**src/rtl/reg_file_8x16_pkg.sv**
```systemverilog
// ============================================================================
// Module   : reg_file_8x16_pkg
// Brief    : Shared sizing constants and write-select classification.
// Revision : 1.0
// ============================================================================
`default_nettype none

package reg_file_8x16_pkg;

    localparam int              RF_DATA_W    = 16;
    localparam int              RF_NREG      = 8;
    localparam int              RF_ADDR_W    = 3;
    localparam logic [15:0]     RF_RESET_VAL = 16'h0000;

    typedef enum logic [1:0] {
        WR_IDLE  = 2'd0,
        WR_LEGAL = 2'd1,
        WR_MULTI = 2'd2
    } wr_kind_t;

    function automatic wr_kind_t wr_classify(input logic [RF_NREG-1:0] we);
        if (we == '0) begin
            return WR_IDLE;
        end else if ((we & (we - 1'b1)) == '0) begin
            return WR_LEGAL;
        end else begin
            return WR_MULTI;
        end
    endfunction

endpackage

`default_nettype wire

```
**src/rtl/reg_file_8x16_read_port.sv**
```systemverilog
// ============================================================================
// Module   : rf_read_port
// Brief    : Combinational read port with write-through bypass and ready flag.
// Revision : 1.0
// ============================================================================
`default_nettype none

module rf_read_port
    import reg_file_8x16_pkg::*;
#(
    parameter int DATA_W = RF_DATA_W,
    parameter int NREG   = RF_NREG,
    parameter int ADDR_W = RF_ADDR_W
) (
    input  logic [NREG*DATA_W-1:0] i_regs,
    input  logic [NREG-1:0]        i_pend,
    input  logic [ADDR_W-1:0]      i_addr,
    input  logic [NREG-1:0]        i_wr_sel,
    input  logic [DATA_W-1:0]      i_wr_data,
    output logic [DATA_W-1:0]      o_data,
    output logic                   o_rdy
);

    logic w_hit;

    // i_wr_sel is already zeroed for illegal writes, so bypass never fires on them
    assign w_hit  = i_wr_sel[i_addr];
    assign o_data = w_hit ? i_wr_data : i_regs[int'(i_addr)*DATA_W +: DATA_W];
    assign o_rdy  = ~i_pend[i_addr] | w_hit;

endmodule

`default_nettype wire

```
**src/rtl/reg_file_8x16.sv**
```systemverilog
// ============================================================================
// Module   : reg_file_8x16
// Brief    : 8x16 register file, one-hot write, two bypassed read ports,
//            pending-producer scoreboard and sticky multi-hot error flag.
// Revision : 1.0
// ============================================================================
`default_nettype none

module reg_file_8x16
    import reg_file_8x16_pkg::*;
#(
    parameter int DATA_W = RF_DATA_W,
    parameter int NREG   = RF_NREG,
    parameter int ADDR_W = RF_ADDR_W
) (
    input  logic              clk,
    input  logic              reset_n,
    input  logic [NREG-1:0]   we_onehot,
    input  logic [DATA_W-1:0] wr_data,
    input  logic [ADDR_W-1:0] rd_addr_a,
    output logic [DATA_W-1:0] rd_data_a,
    output logic              rd_rdy_a,
    input  logic [ADDR_W-1:0] rd_addr_b,
    output logic [DATA_W-1:0] rd_data_b,
    output logic              rd_rdy_b,
    input  logic              iss_valid,
    input  logic [ADDR_W-1:0] iss_dst,
    output logic [NREG-1:0]   pend,
    output logic              we_err
);

    logic [DATA_W-1:0]      r_regs [NREG];
    logic [NREG-1:0]        r_pend;
    logic                   r_we_err;

    wr_kind_t               w_kind;
    logic [NREG-1:0]        w_wr_sel;
    logic [NREG-1:0]        w_iss_sel;
    logic [NREG*DATA_W-1:0] w_regs_flat;

    always_comb begin
        w_kind    = wr_classify(we_onehot);
        w_wr_sel  = (w_kind == WR_LEGAL) ? we_onehot : '0;
        w_iss_sel = iss_valid ? (NREG'(1) << iss_dst) : '0;
    end

    always_ff @(posedge clk) begin
        if (!reset_n) begin
            for (int i = 0; i < NREG; i++) begin
                r_regs[i] <= DATA_W'(RF_RESET_VAL);
            end
            r_pend   <= '0;
            r_we_err <= 1'b0;
        end else begin
            for (int i = 0; i < NREG; i++) begin
                if (w_wr_sel[i]) begin
                    r_regs[i] <= wr_data;
                end
            end
            // Clear on write-back first, then set on issue, so a same-cycle issue wins
            r_pend <= (r_pend & ~w_wr_sel) | w_iss_sel;
            if (w_kind == WR_MULTI) begin
                r_we_err <= 1'b1;
            end
        end
    end

    generate
        for (genvar g = 0; g < NREG; g++) begin : g_flat
            assign w_regs_flat[g*DATA_W +: DATA_W] = r_regs[g];
        end
    endgenerate

    rf_read_port #(
        .DATA_W (DATA_W),
        .NREG   (NREG),
        .ADDR_W (ADDR_W)
    ) u_port_a (
        .i_regs    (w_regs_flat),
        .i_pend    (r_pend),
        .i_addr    (rd_addr_a),
        .i_wr_sel  (w_wr_sel),
        .i_wr_data (wr_data),
        .o_data    (rd_data_a),
        .o_rdy     (rd_rdy_a)
    );

    rf_read_port #(
        .DATA_W (DATA_W),
        .NREG   (NREG),
        .ADDR_W (ADDR_W)
    ) u_port_b (
        .i_regs    (w_regs_flat),
        .i_pend    (r_pend),
        .i_addr    (rd_addr_b),
        .i_wr_sel  (w_wr_sel),
        .i_wr_data (wr_data),
        .o_data    (rd_data_b),
        .o_rdy     (rd_rdy_b)
    );

    assign pend   = r_pend;
    assign we_err = r_we_err;

endmodule

`default_nettype wire

```
**config.mk**
```make
export PLATFORM = sky130hd
export DESIGN_NAME = reg_file_8x16
export DESIGN_NICKNAME = d
export VERILOG_FILES = /design/src/rtl/reg_file_8x16_pkg.sv /design/src/rtl/reg_file_8x16_read_port.sv /design/src/rtl/reg_file_8x16.sv
export SDC_FILE = /design/constraint.sdc
export NUM_CORES = 1
export LEC_CHECK = 0
export ABC_AREA = 1
export CORE_ASPECT_RATIO = 0.8
export CORE_MARGIN = 4
export CORE_UTILIZATION = 35
export DETAILED_ROUTE_END_ITERATION = 12
export PLACE_DENSITY = 0.65
export SLEW_MARGIN = 0
export SYNTH_ARGS = -nofsm -noshare
export SYNTH_HDL_FRONTEND = slang
export SYNTH_SLANG_ARGS = --single-unit
```
**constraint.sdc**
```tcl
create_clock -name clk -period 4.8 [get_ports clk]
set_input_delay 0.48 -clock clk [delete_from_list [all_inputs] [get_ports clk]]
set_output_delay 0.48 -clock clk [all_outputs]
set_load 0.03 [all_outputs]
```
# Word level (Yosys, flattened, before mapping)
# Memory sizes are Yosys's and may differ from the RTL's.
# Cells that the tools add are included.
# totals
regBits	9
latch_bits	0
ram_bits	128
rom_bits	0
input_bits	36
output_inout_bits	43
word_cells	76
mem_count	1
# mem_list
memory	depth	width	rd	rd_ports_with_merged_regs	wr	line	rtl
r_regs	8	16	8	0	8	reg_file_8x16.sv:32	logic [DATA_W-1:0] r_regs [NREG];
# op_classes
add_sub_neg	1
n_mul	0
n_div	0
n_lt_le_gt_ge	2
eq_ne	2
shifts	3
muxes	47
bitwise_logic	16
reduce_logical	2
# op_table
cell	n
$shiftx A128 B8 Y16	2
$mux W16	10
$mux W1	29
$and A8 B8 Y8	2
$logic_not A8 Y1	2
$mux W8	2
$bmux W1 S3	4
$or A1 B1 Y1	10
$lt A3 B4 Y1 const B	2
$not A8 Y8	1
$or A8 B8 Y8	1
$shl A1 B3 Y8 const A	1
$sub A8 B1 Y8 const B	1
$mux W2	2
$eq A2 B1 Y1 const B	1
$eq A2 B2 Y1 const B	1
$not A1 Y1	2

# Depth between registers and ports, before layout
# Gate-level depths: netlist of run 1.
# logic_depth
depth_word	11
mapped_depth	14
mapped_depth_nobuf	12

# By module
# A second synthesis of run 1 with hierarchy kept.
# unflattened
hier_cells	1406
hier_area_um2	9484.1
# modules_own_cells
module	n_inst	cells_each	area_each_um2	seq_area_each_um2
reg_file_8x16	1	366	5124.9	4023.9
rf_read_port	2	520	2179.6	0.0

# Worst setup path after synthesis of run 1
# No wires, ideal clock.
# synth_path
kind	input to output
startpoint	input port we_onehot[2]
endpoint	output port rd_data_a[10]
arrival_ns	2.061
required_time_ns	4.320
slack_ns	2.259
stages	11
path_buffers	2
path_cell_list	nor2_2 nand4_1 nand4_1 buf_2 nand2_1 nand3_2 nand3_4 nand2_4 buf_6 nand2_1 nand2_1
# synth_between
elab_chain_cells	10
elab_cells_between_ends	11
cone_classes	add/sub: 1; eq/ne: 1; mux: 6; bitwise: 1; reduce/logical: 2
# synth_rtl
item	line	rtl
start, declared	reg_file_8x16.sv:18	input logic [NREG-1:0] we_onehot,
$sub A8 B1 Y8	reg_file_8x16_pkg.sv:24	end else if ((we & (we - 1'b1)) == '0) begin
$and A8 B8 Y8	reg_file_8x16_pkg.sv:24	
$logic_not A8 Y1	reg_file_8x16_pkg.sv:24	
$mux W2	reg_file_8x16_pkg.sv:24	
$mux W2	reg_file_8x16_pkg.sv:22	if (we == '0) begin
$eq A2 B1 Y1	reg_file_8x16.sv:43	w_wr_sel = (w_kind == WR_LEGAL) ? we_onehot : '0;
$mux W8 (*)	reg_file_8x16.sv:43	
$bmux W1 S3 (*)	reg_file_8x16_read_port.sv:27	assign w_hit = i_wr_sel[i_addr];
$mux W1 (not written as such) (*)	reg_file_8x16_read_port.sv:27	
$mux W16 (*)	reg_file_8x16_read_port.sv:28	assign o_data = w_hit ? i_wr_data : i_regs[int'(i_addr)*DATA_W +: DATA_W];
end, declared	reg_file_8x16.sv:21	output logic [DATA_W-1:0] rd_data_a,
# Mark *: on every way between the ends. The rest lies on a longest branch, timed or not. The select of a mux whose other input is x is not followed.

# Final worst setup path of run 1
# layout_path
startpoint	input port we_onehot[1]
endpoint	output port rd_rdy_b
# layout_between
elab_chain_cells	10
elab_cells_between_ends	11
cone_classes	add/sub: 1; eq/ne: 1; mux: 5; bitwise: 2; reduce/logical: 2
# layout_rtl
item	line	rtl
$sub A8 B1 Y8	reg_file_8x16_pkg.sv:24	
$and A8 B8 Y8	reg_file_8x16_pkg.sv:24	
$logic_not A8 Y1	reg_file_8x16_pkg.sv:24	
$mux W2	reg_file_8x16_pkg.sv:24	
$mux W2	reg_file_8x16_pkg.sv:22	
$eq A2 B1 Y1	reg_file_8x16.sv:43	
$mux W8 (*)	reg_file_8x16.sv:43	
$bmux W1 S3 (*)	reg_file_8x16_read_port.sv:27	
$mux W1 (not written as such) (*)	reg_file_8x16_read_port.sv:27	
$or A1 B1 Y1 (*)	reg_file_8x16_read_port.sv:29	assign o_rdy = ~i_pend[i_addr] | w_hit;
end, declared	reg_file_8x16.sv:25	output logic rd_rdy_b,
# Marked as above.

==> run_summary.xml, run 1 <==
<?xml version="1.0" encoding="UTF-8"?>
<metrics>
  <group name="die">
    <metric name="floorplan.io_pins" unit="">79</metric>
    <metric name="chipWidth" unit="um">176</metric>
    <metric name="dieHeight" unit="um">142</metric>
    <metric name="floorplan.initialDensity" unit="%">36.1</metric>
    <metric name="floorplan.die_area" unit="um^2">25000</metric>
    <metric name="core_region_area" unit="um^2">21900</metric>
    <metric name="fp-row-count" unit="">48</metric>
  </group>
  <group name="clocking">
    <metric name="cts.hold.buffers_added" unit="">0</metric>
    <metric name="cts-htree-levels" unit="">4</metric>
    <metric name="postCtsSetupBuffers" unit="">0</metric>
    <metric name="clk_latency" unit="ps">430</metric>
    <metric name="clock_tree_from_tritoncts" unit="">built</metric>
    <metric name="cts-resized-gates" unit="">0</metric>
    <metric name="cts_max_path_buffers" unit="">2</metric>
    <metric name="tritoncts_num_sinks" unit="">137</metric>
    <metric name="cts.reportedPaths.clkPinSlew" unit="ps">60</metric>
    <metric name="clk_root_buffer_cell" unit="">clkbuf_16</metric>
    <metric name="numCtsBuffers" unit="">17</metric>
  </group>
  <group name="logic_synthesis">
    <metric name="synth-seq-cells" unit="">137</metric>
    <metric name="netlist-cell-type-count" unit="">27</metric>
    <metric name="yosys_warnings" unit="">0</metric>
    <metric name="seq_area_frac_synth" unit="%">51.0</metric>
    <metric name="syn_area_per_cell" unit="um^2">7.90</metric>
    <metric name="syn_nets" unit="">1034</metric>
    <metric name="syn_inst" unit="">998</metric>
    <metric name="synthesis.area" unit="um^2">7890</metric>
  </group>
  <group name="run">
    <metric name="drv_cap" unit="">0</metric>
  </group>
  <group name="min_path">
    <metric name="min_path_type" unit="">flop to flop</metric>
  </group>
  <group name="critical_path">
    <metric name="critical_path.most_common_cell" unit="">nand2_1</metric>
    <metric name="path_delay_family" unit="">simple AND/OR/NAND/NOR gates</metric>
    <metric name="timing.critical_path.fanout_max" unit="">17</metric>
    <metric name="critical_path.endpoint_type" unit="">output port</metric>
    <metric name="rrSetupSlack" unit="ps">3960</metric>
    <metric name="required" unit="ps">4320</metric>
    <metric name="crit_arrival" unit="ps">3400</metric>
    <metric name="crit_path_max_incr_delay" unit="ps">700</metric>
    <metric name="startpoint_type_of_the_worst_setup_path" unit="">input pin</metric>
    <metric name="crit_path_top_delay_cell" unit="">clkdlybuf4s50_1</metric>
    <metric name="path_class" unit="">input pin to output port</metric>
    <metric name="worstPathCellList" unit="">clkdlybuf4s50_1 &gt; nor2_4 &gt; nand2_1 &gt; nand2_1 &gt; nand3_2 &gt; nor2_8 &gt; nand4_1 &gt; nand2_1 &gt; nand3_1 &gt; nand3_4 &gt; nand2_4 &gt; nand2_1 &gt; clkdlybuf4s50_1</metric>
    <metric name="critPathBufInv" unit="">2</metric>
  </group>
  <group name="global_route">
    <metric name="pin_count_of_the_biggest_net_entering_global_routing" unit="">89</metric>
    <metric name="first_global_vias" unit="">7126</metric>
    <metric name="globalRoute.totalOverflow" unit="">0</metric>
    <metric name="wire_length_of_the_first_global_routing_pass" unit="mm">40.9</metric>
    <metric name="grt_usage" unit="%">21.2</metric>
    <metric name="antenna_found_initial" unit="">0</metric>
  </group>
  <group name="sta">
    <metric name="max_transition_viols_final" unit="">0</metric>
    <metric name="tns" unit="ps">0</metric>
    <metric name="achievable-frequency" unit="MHz">258</metric>
    <metric name="worst_hold_slack" unit="ps">474</metric>
    <metric name="final_critical_period" unit="ps">3880</metric>
    <metric name="setup-violations-final" unit="">0</metric>
    <metric name="max_slew_margin" unit="%">19.0</metric>
    <metric name="finalHoldViolCount" unit="">0</metric>
    <metric name="rsz0062_at_grt" unit="">false</metric>
    <metric name="worst_slew_pin_slew" unit="ps">1210</metric>
    <metric name="finalClockSkew" unit="ps">0</metric>
    <metric name="post_route_clock_period_utilization" unit="%">80.9</metric>
  </group>
  <group name="power_and_ir_drop">
    <metric name="power.leakage" unit="nW">3.68</metric>
    <metric name="vdd_ir_drop_max" unit="mV">0.220</metric>
    <metric name="p_per_area" unit="nW/um^2">344</metric>
  </group>
  <group name="placement">
    <metric name="routabilityCongestion" unit="">0.862</metric>
    <metric name="io_buffers" unit="">78</metric>
    <metric name="dp.final_hpwl" unit="mm">17.2</metric>
    <metric name="dpl_cell_area" unit="um^2">8860</metric>
  </group>
  <group name="final_layout">
    <metric name="nFillCells" unit="">2208</metric>
    <metric name="mostFrequentLayoutCells" unit="">nor2_1 (231), nand2_1 (186), o21ai_0 (169)</metric>
    <metric name="num-nets-final" unit="">1089</metric>
    <metric name="antenna_cells_inserted" unit="">0</metric>
    <metric name="stdcell_area" unit="um^2">9390</metric>
    <metric name="post-route-util" unit="%">42.9</metric>
    <metric name="area_growth_from_synthesis_to_final_layout" unit="%">19.0</metric>
    <metric name="mostFrequentLayoutCell" unit="">nor2_1</metric>
    <metric name="post_route_cells_drive_above_1_share" unit="%">10.0</metric>
  </group>
  <group name="route">
    <metric name="drt_wl_total" unit="mm">27.1</metric>
    <metric name="route.detailed.drc" unit="">0</metric>
    <metric name="via_per_inst" unit="">5.61</metric>
    <metric name="first_drt_iteration_drcs" unit="">1187</metric>
    <metric name="route.vias.total" unit="">7660</metric>
    <metric name="routed_wl_per_cell" unit="um">19.8</metric>
    <metric name="drt_pre_antenna_iters" unit="">6</metric>
    <metric name="antenna_violating_nets_left" unit="">0</metric>
  </group>
  <group name="outcome">
    <metric name="outcome" unit="">finished clean</metric>
  </group>
</metrics>
## state kept, by name (all words and copies together) (netlist names)
register / cells
r_regs: 128
pend: 8
we_err: 1
## kinds of logic (layout without fill, tap and decap cells)
kind of cell | count (synthesis) | after routing | synth area share [%]
compound gates | 252 | 252 | 16.7
flops | 137 | 137 | 51.0
buf+inv | 123 | 191 | 6.27
simple gates | 486 | 486 | 26.0
## cell usage after synthesis
cell,number,area share [%]
nor2_8,2,0.51
nand4_2,4,0.63
dfxtp_1,9,2.3
nand2_4,2,0.29
edfxtp_1,128,49
nor2_1,231,11
o21ai_0,169,11
a21oi_1,42,2.7
clkbuf_1,55,2.6
nand3_2,5,0.63
o22ai_1,38,3.0
a22oi_1,2,0.19
inv_2,2,0.095
inv_1,48,2.3
nand3b_1,1,0.095
o41ai_1,1,0.11
nand3_1,45,2.9
nand3_4,2,0.44
nand2_1,186,8.9
nor2_2,3,0.24
nor2_4,1,0.14
buf_1,6,0.29
buf_4,4,0.38
clkinv_1,4,0.19
buf_6,2,0.29
buf_2,2,0.13
nand4_1,4,0.32
## through the flow
stage          total power, mW  instances  setup WS, ps
3_5_place_dp              2.05       1334           950
3_3_place_gp              2.04       1334           994
2_1_floorplan             1.80        998          2260
4_1_cts                   3.22       1366           950
6_report                  3.23       1366           919
5_1_grt                   3.34       1366           744
## path summary, 6_finish.rpt
path | cells past startpoint | startpoint | endpoint
worst min-delay path | 2 | we_err | we_err
worst max register to register | 2 | we_err | we_err
worst max-delay path | 13 | we_onehot[1] | rd_rdy_b
worst min register to register | 2 | we_err | we_err
## power breakdown
group / switching [mW] / internal (mW)
Combinational: 0.426 / 0.190
Clock: 0.497 / 0.700
Sequential: 0.0342 / 1.38
## area by class of cell
cell class              instances  area, um^2  share of cell area (%)
clock inverters                11        81.3                   0.867
well taps                     300         375                    4.00
clock buffers                  21         440                    4.69
multi-input cells             738        3370                    35.9
flip-flops and latches        137        4020                    42.9
repair buffers                105         893                    9.52
inverters                      54         203                    2.16
## worst min-delay path, cell delays in order (launching register included)
cell and delay, ps:
dfxtp_1 320, o41ai_1 80, inv_1 40
## metal layers
layer  up-vias  wire length, um  GRT usage (%)
li1       3499                -              -
met1      3581            10600           28.5
met2       503            12800           33.7
met3        77             2790           4.52
met4         0              907           8.70
met5         -                0              0
Power figures use the tool's default switching activity.
==> run 2, diff against run 1 <==
--- a/config.mk
+++ b/config.mk
@@ -10,7 +10,7 @@
 export CORE_MARGIN = 4
 export CORE_UTILIZATION = 35
 export DETAILED_ROUTE_END_ITERATION = 12
-export PLACE_DENSITY = 0.65
+export PLACE_DENSITY = 0.67
 export SLEW_MARGIN = 0
 export SYNTH_ARGS = -nofsm -noshare
 export SYNTH_HDL_FRONTEND = slang
==> constraint.sdc (replaced) <==
create_clock -name clk -period 3.19 [get_ports clk]
set_input_delay 0.319 -clock clk [delete_from_list [all_inputs] [get_ports clk]]
set_output_delay 0.319 -clock clk [all_outputs]
set_load 0.03 [all_outputs]
==> run 2 against run 1 <==
Effect of this change:
- clock skew is the same
- sequential power grew 50%
- critical path depth shrank 1
- sequential cell count is the same
- count of clock-buffer cells in the layout shrank 3
- routed wire length grew 0.14%
- global-route usage is essentially flat
- clock power grew 66%
- combinational power grew 57%
- utilization grew 1.5 points
- worst setup slack lost 750 ps
- power grew 58%
- largest power group unchanged
==> run_summary.xml, run 2 (same netlist as run 1, synthesis figures left out) <==
<?xml version="1.0" encoding="UTF-8"?>
<metrics>
  <group name="outcome">
    <metric name="outcome" unit="">finished clean</metric>
  </group>
  <group name="critical_path">
    <metric name="path_class" unit="">input pin to output port</metric>
    <metric name="crit_path_top_delay_cell" unit="">clkdlybuf4s50_1</metric>
    <metric name="crit_arrival" unit="ps">2700</metric>
    <metric name="startpoint_type_of_the_worst_setup_path" unit="">input pin</metric>
    <metric name="timing.critical_path.fanout_max" unit="">16</metric>
    <metric name="critical_path.endpoint_type" unit="">output port</metric>
    <metric name="r2r.worst_path.cells" unit="">2</metric>
    <metric name="path_delay_family" unit="">simple AND/OR/NAND/NOR gates</metric>
    <metric name="critical_path.most_common_cell" unit="">nand2_1</metric>
    <metric name="worstPathCellList" unit="">clkdlybuf4s50_1 &gt; nor2_2 &gt; nand4_1 &gt; nand4_2 &gt; nand2_1 &gt; nand3_1 &gt; nand3_2 &gt; nand2_4 &gt; buf_4 &gt; nand2_1 &gt; nand2_1 &gt; buf_12</metric>
    <metric name="number_of_gates_on_the_worst_path_with_buffers_counted" unit="">12</metric>
    <metric name="crit_path_max_incr_delay" unit="ps">500</metric>
    <metric name="required" unit="ps">2870</metric>
    <metric name="critPathBufInv" unit="">3</metric>
  </group>
  <group name="sta">
    <metric name="achievable-frequency" unit="MHz">331</metric>
    <metric name="finalHoldViolCount" unit="">0</metric>
    <metric name="tns" unit="ps">0</metric>
    <metric name="rsz0062_at_grt" unit="">false</metric>
    <metric name="setup-violations-final" unit="">0</metric>
    <metric name="worst_hold_slack" unit="ps">504</metric>
    <metric name="finalClockSkew" unit="ps">0</metric>
    <metric name="max_slew_margin" unit="%">61.1</metric>
    <metric name="post_route_clock_period_utilization" unit="%">94.7</metric>
    <metric name="final_critical_period" unit="ps">3020</metric>
    <metric name="max_transition_viols_final" unit="">0</metric>
    <metric name="worst_slew_pin_slew" unit="ps">579</metric>
  </group>
  <group name="power_and_ir_drop">
    <metric name="switching_share" unit="%">29.0</metric>
    <metric name="p_per_area" unit="nW/um^2">524</metric>
    <metric name="power.leakage" unit="nW">3.85</metric>
    <metric name="combinationalPowerShare" unit="%">19.0</metric>
    <metric name="total_switching_power" unit="mW">1.47</metric>
    <metric name="vdd_ir_drop_max" unit="mV">0.430</metric>
    <metric name="internal_power" unit="mW">3.62</metric>
    <metric name="seq_power_share" unit="%">41.8</metric>
    <metric name="clock_power_share" unit="%">39.2</metric>
  </group>
  <group name="placement">
    <metric name="dp.final_hpwl" unit="mm">17.5</metric>
    <metric name="routabilityCongestion" unit="">0.884</metric>
    <metric name="io_buffers" unit="">78</metric>
  </group>
  <group name="final_layout">
    <metric name="mostFrequentLayoutCell" unit="">nor2_1</metric>
    <metric name="register_ranked_first_by_flip_flop_count" unit="">r_regs</metric>
    <metric name="antenna_cells_inserted" unit="">0</metric>
    <metric name="largest_register_ffs" unit="">128</metric>
    <metric name="post_route_cells_drive_above_1_share" unit="%">12.1</metric>
    <metric name="num-nets-final" unit="">1109</metric>
    <metric name="mostFrequentLayoutCells" unit="">nor2_1 (231), nand2_1 (186), o21ai_0 (169)</metric>
    <metric name="area_growth_from_synthesis_to_final_layout" unit="%">23.1</metric>
    <metric name="nFillCells" unit="">2144</metric>
  </group>
  <group name="clocking">
    <metric name="cts-resized-gates" unit="">0</metric>
    <metric name="clk_latency" unit="ps">430</metric>
    <metric name="clock_tree_from_tritoncts" unit="">built</metric>
    <metric name="cts_max_path_buffers" unit="">2</metric>
    <metric name="clk_root_buffer_cell" unit="">clkbuf_16</metric>
    <metric name="tritoncts_num_sinks" unit="">137</metric>
    <metric name="cts-htree-levels" unit="">4</metric>
    <metric name="cts.reportedPaths.clkPinSlew" unit="ps">60</metric>
    <metric name="postCtsSetupBuffers" unit="">0</metric>
    <metric name="numCtsBuffers" unit="">17</metric>
    <metric name="cts.hold.buffers_added" unit="">0</metric>
  </group>
  <group name="route">
    <metric name="via_per_inst" unit="">5.51</metric>
    <metric name="route.vias.total" unit="">7630</metric>
    <metric name="drt_pre_antenna_iters" unit="">5</metric>
    <metric name="route.detailed.drc" unit="">0</metric>
    <metric name="antenna_violating_nets_left" unit="">0</metric>
    <metric name="routed_wl_per_cell" unit="um">19.6</metric>
    <metric name="first_drt_iteration_drcs" unit="">907</metric>
    <metric name="drt_wl_total" unit="mm">27.1</metric>
  </group>
  <group name="die">
    <metric name="floorplan.initialDensity" unit="%">36.1</metric>
    <metric name="fp-row-count" unit="">48</metric>
    <metric name="floorplan.io_pins" unit="">79</metric>
    <metric name="dieHeight" unit="um">142</metric>
    <metric name="core_region_area" unit="um^2">21900</metric>
    <metric name="chipWidth" unit="um">176</metric>
    <metric name="floorplan.die_area" unit="um^2">25000</metric>
  </group>
  <group name="global_route">
    <metric name="grt.met1_usage" unit="%">27.7</metric>
    <metric name="grt_usage" unit="%">21.2</metric>
    <metric name="globalRoute.totalOverflow" unit="">0</metric>
    <metric name="pin_count_of_the_biggest_net_entering_global_routing" unit="">89</metric>
    <metric name="wire_length_of_the_first_global_routing_pass" unit="mm">40.8</metric>
    <metric name="grt.met2_usage" unit="%">35.1</metric>
    <metric name="grt-busiest-layer" unit="">met2</metric>
    <metric name="first_global_vias" unit="">7239</metric>
    <metric name="grtUsageMet3" unit="%">4.06</metric>
    <metric name="antenna_found_initial" unit="">0</metric>
  </group>
  <group name="run">
    <metric name="drv_cap" unit="">0</metric>
  </group>
  <group name="min_path">
    <metric name="min_path_type" unit="">flop to flop</metric>
    <metric name="min_delay_path_depth" unit="">2</metric>
  </group>
</metrics>
==> run 2: power by group through the flow <==
stage / combinational, mW / clock (mW) / sequential (mW)
global route: 1.04 / 2.07 / 2.14
detailed placement: 0.954 / 0 / 2.16
finish: 0.969 / 1.99 / 2.13
CTS: 0.958 / 1.99 / 2.13
floorplan: 0.554 / 0 / 2.16
global placement: 0.945 / 0 / 2.16
==> run 2: through the flow <==
step,power [mW],area (um^2),worst slack [ps],util (%),std cells
3_3_place_gp,3.10,9110,106,41.7,1354
6_report,5.09,9710,168,44.4,1386
5_1_grt,5.25,9710,14.0,44.4,1386
3_5_place_dp,3.12,9110,63.0,41.7,1354
2_1_floorplan,2.71,7890,971,-,998
4_1_cts,5.08,9700,64.4,44.4,1386
==> run 2: worst paths after layout <==
path,startpoint,slack (ps),to
min reg2reg,we_err,500,we_err
min,we_err,500,we_err
max reg2reg,we_err,2300,we_err
max,we_onehot[3],170,rd_data_a[14]
==> run 2: per-layer routing <==
metal	vias to the layer above	part of all wire [%]
li1	3546	-
met2	400	48
met3	75	9.2
met1	3609	40
met5	-	0
met4	0	3.2
==> run 2: cell type report <==
cell class	instances	area (um^2)	area share (%)
Clock inverter	14	156	1.61
Inverter	54	203	2.09
Clock buffer	18	429	4.42
Sequential cell	137	4020	41.4
Multi-Input combinational cell	738	3370	34.7
Tap cell	300	375	3.87
Timing Repair Buffer	125	1150	11.9
==> run 2: worst reg2reg max path, stage by stage (launching register included) <==
cell and delay, ps:
dfxtp_1 310, o41ai_1 390, inv_1 70
==> run 3, diff against run 2 <==
--- a/config.mk
+++ b/config.mk
@@ -6,6 +6,7 @@
 export NUM_CORES = 1
 export LEC_CHECK = 0
 export ABC_AREA = 1
+export CAP_MARGIN = 15
 export CORE_ASPECT_RATIO = 0.8
 export CORE_MARGIN = 4
 export CORE_UTILIZATION = 35
==> constraint.sdc (replaced) <==
create_clock -name clk -period 3.19 [get_ports clk]
set_input_delay 0.7975 -clock clk [delete_from_list [all_inputs] [get_ports clk]]
set_output_delay 0.7975 -clock clk [all_outputs]
set_load 0.03 [all_outputs]
==> run 3 against run 2 <==
Effect of this change:
- the flow now finishes with violations (setup timing)
- worst setup slack worse by 560 ps
- clock power rose by 4%
- via count rose by 5.7%
- critical path depth increased by 3
- sequential cell count unchanged
- fmax fell by 16%
- first-iteration DRC count increased by 20%
- non-clock buffer count increased by 67
- worst hold slack worse by 25 ps
- highest routed layer unchanged
==> run_summary.xml, run 3 (same netlist as run 1, synthesis figures left out) <==
<?xml version="1.0" encoding="UTF-8"?>
<metrics>
  <group name="route">
    <metric name="routed_wl_per_cell" unit="um">19.7</metric>
    <metric name="drt_pre_antenna_iters" unit="">5</metric>
    <metric name="route.detailed.drc" unit="">0</metric>
    <metric name="drt_wl_total" unit="mm">28.7</metric>
    <metric name="route.vias.total" unit="">8067</metric>
    <metric name="first_drt_iteration_drcs" unit="">1090</metric>
    <metric name="antenna_violating_nets_left" unit="">0</metric>
    <metric name="via_per_inst" unit="">5.54</metric>
  </group>
  <group name="final_layout">
    <metric name="stdcell_area" unit="um^2">11100</metric>
    <metric name="mostFrequentLayoutCell" unit="">nor2_1</metric>
    <metric name="largest_register_ffs" unit="">128</metric>
    <metric name="post-route-util" unit="%">50.6</metric>
    <metric name="register_ranked_first_by_flip_flop_count" unit="">r_regs</metric>
    <metric name="antenna_cells_inserted" unit="">0</metric>
    <metric name="multi_input_gate_area" unit="um^2">3850</metric>
    <metric name="mostFrequentLayoutCells" unit="">nor2_1 (220), o21ai_0 (168), nand2_1 (145)</metric>
    <metric name="nFillCells" unit="">1918</metric>
    <metric name="post_route_cells_drive_above_1_share" unit="%">25.3</metric>
    <metric name="layoutNonFillerInstCount" unit="">1455</metric>
    <metric name="num-nets-final" unit="">1178</metric>
    <metric name="area_growth_from_synthesis_to_final_layout" unit="%">40.4</metric>
    <metric name="final-seq-area" unit="um^2">4020</metric>
  </group>
  <group name="critical_path">
    <metric name="critPathBufInv" unit="">3</metric>
    <metric name="number_of_gates_on_the_worst_path_with_buffers_counted" unit="">15</metric>
    <metric name="worstPathCellList" unit="">buf_8 &gt; nor2_4 &gt; nor2_2 &gt; nor2_2 &gt; nand3_4 &gt; nor2_8 &gt; nand4_1 &gt; nand2_1 &gt; nand3_2 &gt; nand3_4 &gt; buf_6 &gt; nand2_8 &gt; nand2_1 &gt; nand2_2 &gt; buf_6</metric>
    <metric name="crit_path_max_incr_delay" unit="ps">230</metric>
    <metric name="crit_path_top_delay_cell" unit="">nand4_1</metric>
    <metric name="r2r_end" unit="">we_err</metric>
    <metric name="required" unit="ps">2390</metric>
    <metric name="path_delay_family" unit="">simple AND/OR/NAND/NOR gates</metric>
    <metric name="rrSetupSlack" unit="ps">2370</metric>
    <metric name="timing.critical_path.fanout_max" unit="">9</metric>
    <metric name="timing.critical_path.from" unit="">we_onehot[1]</metric>
    <metric name="r2r.worst_path.cells" unit="">2</metric>
    <metric name="setup.worst_path.end" unit="">rd_data_b[0]</metric>
    <metric name="crit_arrival" unit="ps">2780</metric>
    <metric name="launch_point_of_the_worst_reg_to_reg_path" unit="">we_err</metric>
    <metric name="critical_path.endpoint_type" unit="">output port</metric>
    <metric name="path_class" unit="">input pin to output port</metric>
    <metric name="startpoint_type_of_the_worst_setup_path" unit="">input pin</metric>
  </group>
  <group name="placement">
    <metric name="routabilityCongestion" unit="">0.879</metric>
    <metric name="placedCellCount" unit="">1390</metric>
    <metric name="dpl_cell_area" unit="um^2">9570</metric>
    <metric name="dp.final_hpwl" unit="mm">17.8</metric>
    <metric name="io_buffers" unit="">78</metric>
  </group>
  <group name="sta">
    <metric name="setup-violations-final" unit="">34</metric>
    <metric name="final_critical_period" unit="ps">3580</metric>
    <metric name="post-route-worst-setup-slack" unit="ps">-390</metric>
    <metric name="rsz0062_at_grt" unit="">true</metric>
    <metric name="finalClockSkew" unit="ps">0</metric>
    <metric name="worst_hold_slack" unit="ps">480</metric>
    <metric name="achievable-frequency" unit="MHz">279</metric>
    <metric name="max_transition_viols_final" unit="">0</metric>
    <metric name="finalHoldViolCount" unit="">0</metric>
    <metric name="max_slew_margin" unit="%">69.4</metric>
    <metric name="worst_slew_pin_slew" unit="ps">455</metric>
    <metric name="post_route_clock_period_utilization" unit="%">112</metric>
  </group>
  <group name="die">
    <metric name="chipWidth" unit="um">176</metric>
    <metric name="floorplan.die_area" unit="um^2">25000</metric>
    <metric name="floorplan.initialDensity" unit="%">36.1</metric>
    <metric name="dieHeight" unit="um">142</metric>
    <metric name="floorplan.io_pins" unit="">79</metric>
    <metric name="fp-row-count" unit="">48</metric>
    <metric name="core_region_area" unit="um^2">21900</metric>
  </group>
  <group name="clocking">
    <metric name="clk_latency" unit="ps">430</metric>
    <metric name="cts.hold.buffers_added" unit="">0</metric>
    <metric name="clk_root_buffer_cell" unit="">clkbuf_16</metric>
    <metric name="tritoncts_num_sinks" unit="">137</metric>
    <metric name="cts.reportedPaths.clkPinSlew" unit="ps">60</metric>
    <metric name="numCtsBuffers" unit="">17</metric>
    <metric name="cts-htree-levels" unit="">4</metric>
    <metric name="cts_max_path_buffers" unit="">2</metric>
    <metric name="clock_tree_from_tritoncts" unit="">built</metric>
  </group>
  <group name="min_path">
    <metric name="min_path_type" unit="">flop to flop</metric>
    <metric name="hold_start" unit="">we_err</metric>
  </group>
  <group name="global_route">
    <metric name="wire_length_of_the_first_global_routing_pass" unit="mm">43.0</metric>
    <metric name="globalRoute.totalOverflow" unit="">0</metric>
    <metric name="antenna_found_initial" unit="">0</metric>
    <metric name="pin_count_of_the_biggest_net_entering_global_routing" unit="">89</metric>
    <metric name="grt_usage" unit="%">22.3</metric>
    <metric name="first_global_vias" unit="">7609</metric>
  </group>
  <group name="power_and_ir_drop">
    <metric name="p_per_area" unit="nW/um^2">486</metric>
    <metric name="power.leakage" unit="nW">4.38</metric>
    <metric name="vdd_ir_drop_max" unit="mV">0.293</metric>
    <metric name="totalPowerFinal" unit="mW">5.38</metric>
  </group>
  <group name="outcome">
    <metric name="failed_checks" unit="">setup timing</metric>
    <metric name="outcome" unit="">complete, but fails checks</metric>
  </group>
  <group name="run">
    <metric name="drv_cap" unit="">0</metric>
  </group>
</metrics>
==> run 3: changes by cell type in the layout (fill, tap and decap cells not counted), moves of 7 or more <==
cell             previous run  this run
nand2_2                     0        39
nand3_4                     2        12
nand2_1                   186       145
clkdlybuf4s50_1            42        33
nor2_1                    231       220
buf_12                      8        24
nor2_2                      3        10
nand3_1                    45        13
buf_6                       1        46
buf_4                      70        78
nand3_2                     5        27
==> run 3: power by group <==
part / total, mW / switching (mW) / internal [mW] / leakage (nW)
clock: 2.06 / 0.759 / 1.30 / 0.280
sequential: 2.13 / 0.0519 / 2.08 / 1.30
combinational: 1.19 / 0.737 / 0.457 / 2.80
==> run 3: timing repair <==
| action | CTS | global route |
|---|---|---|
| buffers inserted | 34 | 5 |
| gates resized for setup | 137 | 55 |
| gates cloned | 2 | 0 |
| pin swaps | 52 | 25 |
| setup endpoints to repair | 34 | 46 |
==> run 3: final cells by class <==
class,count,share of cell area [%]
Inverter,54,1.83
Clock buffer,20,3.94
Tap cell,300,3.39
Multi-Input combinational cell,740,34.7
Sequential cell,137,36.3
Timing Repair Buffer,192,18.2
Clock inverter,12,1.58
==> run 3: how the worst min path moves through the flow <==
stage | cells after the start | endpoint | slack [ps]
2_1_floorplan | 2 | pend[2] | 620
3_3_place_gp | 2 | we_err | 480
3_5_place_dp | 2 | we_err | 480
4_1_cts | 2 | we_err | 490
5_1_grt | 2 | we_err | 540
6_report | 2 | we_err | 480
==> run 3: metal layers <==
metal | vias up | GRT usage [%] | wire length, um
li1 | 3698 | - | -
met1 | 3787 | 28.9 | 11200
met2 | 504 | 36.8 | 13700
met3 | 78 | 5.34 | 2850
met4 | 0 | 8.49 | 942
met5 | - | 0 | 0
==> run 3: worst min-delay path: cells and delay by family, from the launching register on <==
kind / cells / cell delay [ps]
flip-flops: 1 / 330
AO/OA/AOI/OAI: 1 / 80
buffers and inverters: 1 / 40
==> run 3: metrics by stage <==
step | TNS, ps | worst slack, ps
floorplan | 0 | 13.9
global placement | -18490 | -584
detailed placement | -20960 | -656
CTS | -9240 | -265
global route | -15540 | -498
finish | -12070 | -390
